### src/rtl/mux_2_1_arbiter.sv
// Round-robin arbiter sharing a 2:1 mux between requesters A and B. Grants are
// held per packet (capped at MAX_BEATS beats) and feed one valid/ready output register.
module mux_2_1_arbiter #(
  parameter int WIDTH     = 8,
  parameter int MAX_BEATS = 4
) (
  input  logic             clk,
  input  logic             rst_n,
  input  logic             req_a,
  input  logic [WIDTH-1:0] data_a,
  input  logic             last_a,
  output logic             gnt_a,
  input  logic             req_b,
  input  logic [WIDTH-1:0] data_b,
  input  logic             last_b,
  output logic             gnt_b,
  output logic             sel,
  output logic             out_valid,
  output logic [WIDTH-1:0] out_data,
  output logic             out_last,
  input  logic             out_ready
);

  typedef enum logic [1:0] {
    ST_IDLE  = 2'd0,
    ST_GNT_A = 2'd1,
    ST_GNT_B = 2'd2
  } state_t;

  localparam logic [7:0] LP_CNT_LAST = 8'(MAX_BEATS - 1);

  state_t           r_state;
  logic             r_prio;
  logic             r_sel;
  logic [7:0]       r_cnt;
  logic             r_out_valid;
  logic [WIDTH-1:0] r_out_data;
  logic             r_out_last;

  logic             w_space;
  logic             w_gnt_a;
  logic             w_gnt_b;
  logic             w_acc_a;
  logic             w_acc_b;
  logic             w_acc;
  logic [WIDTH-1:0] w_acc_data;
  logic             w_acc_last;
  logic             w_release;

  // The output stage can take a beat when empty or when its beat leaves this cycle.
  assign w_space    = !r_out_valid || out_ready;
  assign w_gnt_a    = (r_state == ST_GNT_A) && w_space;
  assign w_gnt_b    = (r_state == ST_GNT_B) && w_space;
  assign w_acc_a    = w_gnt_a && req_a;
  assign w_acc_b    = w_gnt_b && req_b;
  assign w_acc      = w_acc_a || w_acc_b;
  assign w_acc_data = w_acc_b ? data_b : data_a;
  assign w_acc_last = w_acc_b ? last_b : last_a;
  assign w_release  = w_acc && (w_acc_last || (r_cnt == LP_CNT_LAST));

  // Grant FSM, beat counter, round-robin priority and the output register.
  always_ff @(posedge clk or negedge rst_n) begin
    if (!rst_n) begin
      r_state     <= ST_IDLE;
      r_prio      <= 1'b0;
      r_sel       <= 1'b0;
      r_cnt       <= 8'd0;
      r_out_valid <= 1'b0;
      r_out_data  <= '0;
      r_out_last  <= 1'b0;
    end else begin
      if (w_acc) begin
        r_out_valid <= 1'b1;
        r_out_data  <= w_acc_data;
        r_out_last  <= w_acc_last;
      end else if (r_out_valid && out_ready) begin
        r_out_valid <= 1'b0;
      end else begin
        r_out_valid <= r_out_valid;
      end

      case (r_state)
        ST_IDLE: begin
          if (req_a && (!req_b || !r_prio)) begin
            r_state <= ST_GNT_A;
            r_sel   <= 1'b0;
          end else if (req_b) begin
            r_state <= ST_GNT_B;
            r_sel   <= 1'b1;
          end else begin
            r_state <= ST_IDLE;
          end
        end
        ST_GNT_A, ST_GNT_B: begin
          // A capped release does not touch out_last; the packet resumes later.
          if (w_release) begin
            r_state <= ST_IDLE;
            r_cnt   <= 8'd0;
            r_prio  <= (r_state == ST_GNT_A);
          end else if (w_acc) begin
            r_cnt <= r_cnt + 8'd1;
          end else begin
            r_cnt <= r_cnt;
          end
        end
        default: begin
          r_state <= ST_IDLE;
          r_cnt   <= 8'd0;
        end
      endcase
    end
  end

  assign gnt_a     = w_gnt_a;
  assign gnt_b     = w_gnt_b;
  assign sel       = r_sel;
  assign out_valid = r_out_valid;
  assign out_data  = r_out_data;
  assign out_last  = r_out_last;

endmodule

### config.mk
export PLATFORM = sky130hd
export DESIGN_NAME = mux_2_1_arbiter
export DESIGN_NICKNAME = d
export VERILOG_FILES = /design/src/rtl/mux_2_1_arbiter.sv
export SDC_FILE = /design/constraint.sdc
export NUM_CORES = 1
export LEC_CHECK = 0
export BUFFER_PORTS_ARGS = -buffer_cell sky130_fd_sc_hd__buf_2
export CORE_UTILIZATION = 46
export DETAILED_ROUTE_END_ITERATION = 10
export HOLD_SLACK_MARGIN = 0.05
export PLACE_DENSITY = 0.75
export SLEW_MARGIN = 20
export SYNTH_ARGS = -nofsm -noshare
export SYNTH_HDL_FRONTEND = slang
export SYNTH_SLANG_ARGS = --single-unit
### constraint.sdc
create_clock -name clk -period 1.9 [get_ports clk]
set_input_delay 0.19 -clock clk [delete_from_list [all_inputs] [get_ports clk]]
set_output_delay 0.19 -clock clk [all_outputs]
set_load 0.01 [all_outputs]
# After elaboration in Yosys (flattened, before gate mapping)

Index checks and enable logic that the tools add are counted.

RAM bits: 0
Bits of input ports: 23
Word-level logic and storage cells: 48
Memory bits (read-only): 0
Bits in latches: 0
Output and inout port bits: 13
Register bits after elaboration: 22
Memories kept: 0

Reductions and logical operators: 21
Eq/ne operators: 5
Muxes and demuxes: 13
Bitwise operators: 1
$lt $le $gt $ge: 0
Multipliers: 0
Shift-type cells: 0
Add/subtract/negate cells: 1
Divide/modulo/power cells: 0

Operators by type and width:

| operator                                                               | number |
|---|---|
| 8-bit 2-to-1 mux                                                       | 3 |
| 8-bit one-hot mux with 2 select lines                                  | 1 |
| 8-bit by 1-bit adder with 8-bit output (second input constant)         | 1 |
| 8-bit by 2-bit equality test with 1-bit output (second input constant) | 1 |
| 1-bit logical AND                                                      | 7 |
| 2-bit 2-to-1 mux                                                       | 3 |
| 2-bit AND reduction                                                    | 3 |
| 1-bit 2-to-1 mux                                                       | 5 |
| 1-bit logical OR                                                       | 4 |
| 2-bit one-hot mux with 2 select lines                                  | 1 |
| 2-bit nonzero test                                                     | 2 |
| 1-bit logical NOT                                                      | 3 |
| 3-bit inequality test (second input constant)                          | 1 |
| 2-bit by 1-bit equality test with 1-bit output (second input constant) | 1 |
| 2-bit equality test (second input constant)                            | 1 |
| 2-bit logical NOT                                                      | 1 |
| 2-bit inequality test (second input constant)                          | 1 |
| 2-bit OR reduction                                                     | 1 |
| 1-bit inverter                                                         | 1 |

# Depth between registers and ports, before layout

Depth after elaboration: 9
Depth in mapped cells: 8
Gate-level depth less buffers: 7

# Worst setup path after synthesis

Ideal clock, no wire load.

Kind: register to register
From: register r_state[0]
To: register r_state[0]
Period minus slack after synthesis: 1.908 ns
Path slack: -0.008 ns
Library setup time: 0.125 ns
Required time: 1.775 ns
Path buffers: 0
Arrival time: 1.782 ns
Stages on the path, launching flop included: 8
Path through: dfrtp_1 inv_1 ha_1 and2_1 and3_1 nor3_2 o21a_1 mux2_4

Word-level cells in the longest chain between the ends: 7
Elaborated cells between the ends (all ways): 14
Those cells by class: 3 x eq/ne; 2 x mux; 9 x reduce/logical

RTL lines:

| what                            | RTL line | source |
|---|---|---|
| start, declared                 | 32       | `state_t r_state;` |
| start signal, assigned          | 64       | `r_state <= ST_IDLE;` |
| start signal, assigned          | 85       | `r_state <= ST_GNT_A;` |
| start signal, assigned          | 88       | `r_state <= ST_GNT_B;` |
| 2-bit equality test             | 53, 82   |  |
| 1-bit logical AND               | 53       | `assign w_gnt_b = (r_state == ST_GNT_B) && w_space;` |
| 1-bit logical AND               | 55       | `assign w_acc_b = w_gnt_b && req_b;` |
| 1-bit 2-to-1 mux                | 58       | `assign w_acc_last = w_acc_b ? last_b : last_a;` |
| 1-bit logical OR                | 59       | `assign w_release = w_acc && (w_acc_last \|\| (r_cnt == LP_CNT_LAST));` |
| 1-bit logical AND               | 59       |  |
| 2-bit inequality test (no line) | --       |  |

Several ways; a longest one is shown, not always the timed one.
A chain may end at the register's enable or synchronous reset.

# Worst setup path in the final report

From: register r_cnt[3]
To: register r_state[0]

Word-level cells in the longest chain between the ends: 4

RTL lines:

| what                                           | RTL line | source |
|---|---|---|
| start, declared                                | 35       | `logic [7:0] r_cnt;` |
| start signal, assigned                         | 101      | `r_cnt <= r_cnt + 8'd1;` |
| start signal, assigned                         | 103      | `r_cnt <= r_cnt;` |
| 8-bit by 2-bit equality test with 1-bit output | 59       |  |
| 1-bit logical OR                               | 59       |  |
| 1-bit logical AND                              | 59       |  |
| 2-bit inequality test (no line)                | --       |  |

Every way passes these cells.

==> summary.txt <==
Outcome
  • Outcome: completed

Logic synthesis
  • Area contributors post-synth: dfrtp_1 (44%), mux2i_1 (7.2%), nand2_1 (6.6%), o21ai_0 (6.0%), ha_1 (4.0%)
  • Async set or reset register ratio after synthesis: 1.00
  • Avg Inst Size Synth: roughly 9.2 um2
  • Yosys warns: 0
  • Cell count after synthesis: 136
  • Synth area leader: dfrtp_1
  • Yosys reg bits: 22
  • Number of flops mapped to enable cells by yosys: 0
  • Share of the synthesized area in the top cell type: 0.441
  • Seq/Total Area, Yosys: 0.441
  • Synthesized area: 1250 um2
  • Commonest cells in the netlist: dfrtp_1 (22), nand2_1 (22), o21ai_0 (15), mux2i_1 (9), nor2_1 (8)
  • Synthesized Nets: 163
  • Most common flop cell mapped by yosys: dfrtp_1
  • Synth cell types: 34

Power and ir drop
  • Maximum vdd drop: 1020 uV
  • Power per cell area: 1210 nW/um2
  • P_leak: 0.731 nW
  • Total power: 1.92 mW

Clocking
  • Clock Tree Root: clkbuf_4
  • H-tree levels: 1
  • CTS tree: done
  • CTS Sinks: 22
  • Max clock buf depth: 2
  • Clock-pin transition on the worst setup and hold timing paths: between 0.1 and 0.15 ns
  • Clk_lat worst skew: 0.30 ns
  • Total CTS buffers: 3

Detailed routing
  • DR vias: 1112
  • Vias/cell: 5.32
  • Routed WL: 2.69 mm
  • Initial DRC Count: 10
  • Antenna Violating Nets Remaining: 0
  • Drt wl/cell: 12.9 um
  • Drt pass-1 iters: 5
  • DRC viols: 0

Floorplan
  • Die Area: ~3000 um2
  • Area of the core: about 2500 um2
  • Chip height: 54.1 um
  • Die Wd: 54.1 um
  • IO Pins: 36
  • Site Rows: 18
  • Starting Density: 0.495

Job
  • Max_cap viols: 0

Setup path
  • Reg2reg setup slack: 0.13 ns
  • Critical Path Fanout Max: 5
  • CP Capture Type: register
  • Crit start category: register
  • Critical path type: reg2reg
  • Arr. time, crit path: between 1.5 and 2 ns
  • Critical path cell sequence: or3_4 -> nor4_4 -> nor3_4 -> o21a_1 -> mux2_4
  • CP max-delay cell: dfrtp_1
  • CP required: 2.10 ns
  • CP max stage delay: 0.45 ns

STA
  • Final Hold Vio Count: 0
  • Slew headroom: 0.673
  • Setup TNS: 0 ns
  • Min cycle time layout: 1.77 ns
  • Worst Skew: approximately 0.0032 ns
  • Max Slew Vio Count: 0
  • Final period utilization: 0.934
  • Final setup viols: 0
  • RSZ-0062 raised after global routing: no
  • Worst slew pin tran: 0.491 ns
  • Fmax: 564 MHz

Hold path
  • Hold crit path type: in2reg

Global routing
  • Pin count of the biggest net entering global routing: 23
  • First-pass GRT wire length: about 4.5 mm
  • Vias in the first global route: 1017
  • Gr usage total: 0.221
  • Initial antenna violation count: 0
  • Total grt overflow: 0

Finish
  • Fillers: 223
  • Fraction of layout cells with a size suffix above 1: 0.352
  • Area Growth Syn to Fin: 27.4%
  • Core Util, Final: 0.630
  • Ant diodes: 0
  • Cell area after layout: 1590 um2
  • Register area: 551 um2
  • Final Net Count: 208
  • Layout Cells excl Fill: between 200 and 250
  • Multi-input logic area: 708 um2

Placement
  • Placed insts: 203
  • IO buf count: 35
  • DP Wirelength: 2.05 mm
  • Routability congestion estimate: approximately 0.84
  • Placed Instance Area: 1500 um2
-- critical path, delay by kind of cell, from the launching register on --
kind,cells,cell delay [ns]
DFF,1,0.45
AOI/OAI and AO/OA,1,0.20
muxes,1,0.29
and+or+nand+nor,3,0.72
-- cell families (layout without fill, tap and decap cells) --
family / count (synthesis) / in the layout / synth area share
buffers and inverters: 10 / 53 / 0.0301
AO/OA/AOI/OAI: 34 / 34 / 0.163
flip-flops: 22 / 22 / 0.441
AND/OR/NAND/NOR: 55 / 55 / 0.232
multiplexers: 11 / 11 / 0.0932
adder cells (fa/ha/maj): 4 / 4 / 0.0401
-- metrics by stage --
stage          worst slack, ns  hold WS, ns
3_5_place_dp           0.00910        0.188
5_1_grt                 0.0182        0.187
3_3_place_gp            0.0541        0.185
4_1_cts                 0.0125        0.163
2_1_floorplan           0.0377       -0.106
6_report                 0.125        0.165
-- flip-flops by register name (all words and copies together), names as in the netlist --
register	flops
r_state	2
sel	1
out_last	1
r_prio	1
out_data	8
out_valid	1
r_cnt	8
-- layout make-up --
cell class / count / area share
repair buffers: 45 / 0.159
flip-flops and latches: 22 / 0.346
multi-input cells: 104 / 0.445
well taps: 30 / 0.0236
clock buffers: 3 / 0.0142
inverters: 5 / 0.0118
-- timing repair --
item                                    in CTS  in global routing
hold buffers                                 1                  0
endpoints found under the setup margin       1                 11
buffers inserted                             1                  1
resized for setup                            0                 12
hold endpoints to repair                    22                  0
pin swaps                                    1                  4
-- power breakdown --
part / internal (mW) / switching (mW)
Sequential: 0.628 / 0.126
Clock: 0.0740 / 0.138
Combinational: 0.440 / 0.513
Total: 1.14 / 0.777
-- layer usage --
metal / global-route usage / vias to the layer above / routed length, um
li1: - / 566 / -
met1: 0.283 / 506 / 1330
met2: 0.360 / 36 / 1200
met3: 0.0282 / 4 / 114
met4: 0.115 / 0 / 48
met5: 0 / - / 0
-- final timing paths --
path                            from     endpoint  cells after the start
max in group asynchronous      rst_n  out_data[4]                      2
max                         r_cnt[3]   r_state[0]                      5
min                        data_a[3]  out_data[3]                      3
min reg2reg                 out_last     out_last                      2
min in group asynchronous      rst_n    out_valid                      2
max reg2reg                 r_cnt[3]   r_state[0]                      5
-- cells in the final DEF (no fill, tap or decap), types with 3 or more instances in the layout --
cell type,Yosys,layout
buf_2,0,35
mux2i_1,9,9
nor2_2,2,3
buf_4,0,9
nand2_1,22,22
dfrtp_1,22,22
nand4_1,3,3
clkbuf_4,0,3
nand3_1,5,5
nor2_1,8,7
o21ai_0,15,15
o211ai_1,3,3
nor2b_1,3,3
a21oi_1,5,5
inv_1,5,3
(Power assumes the default switching activity.)
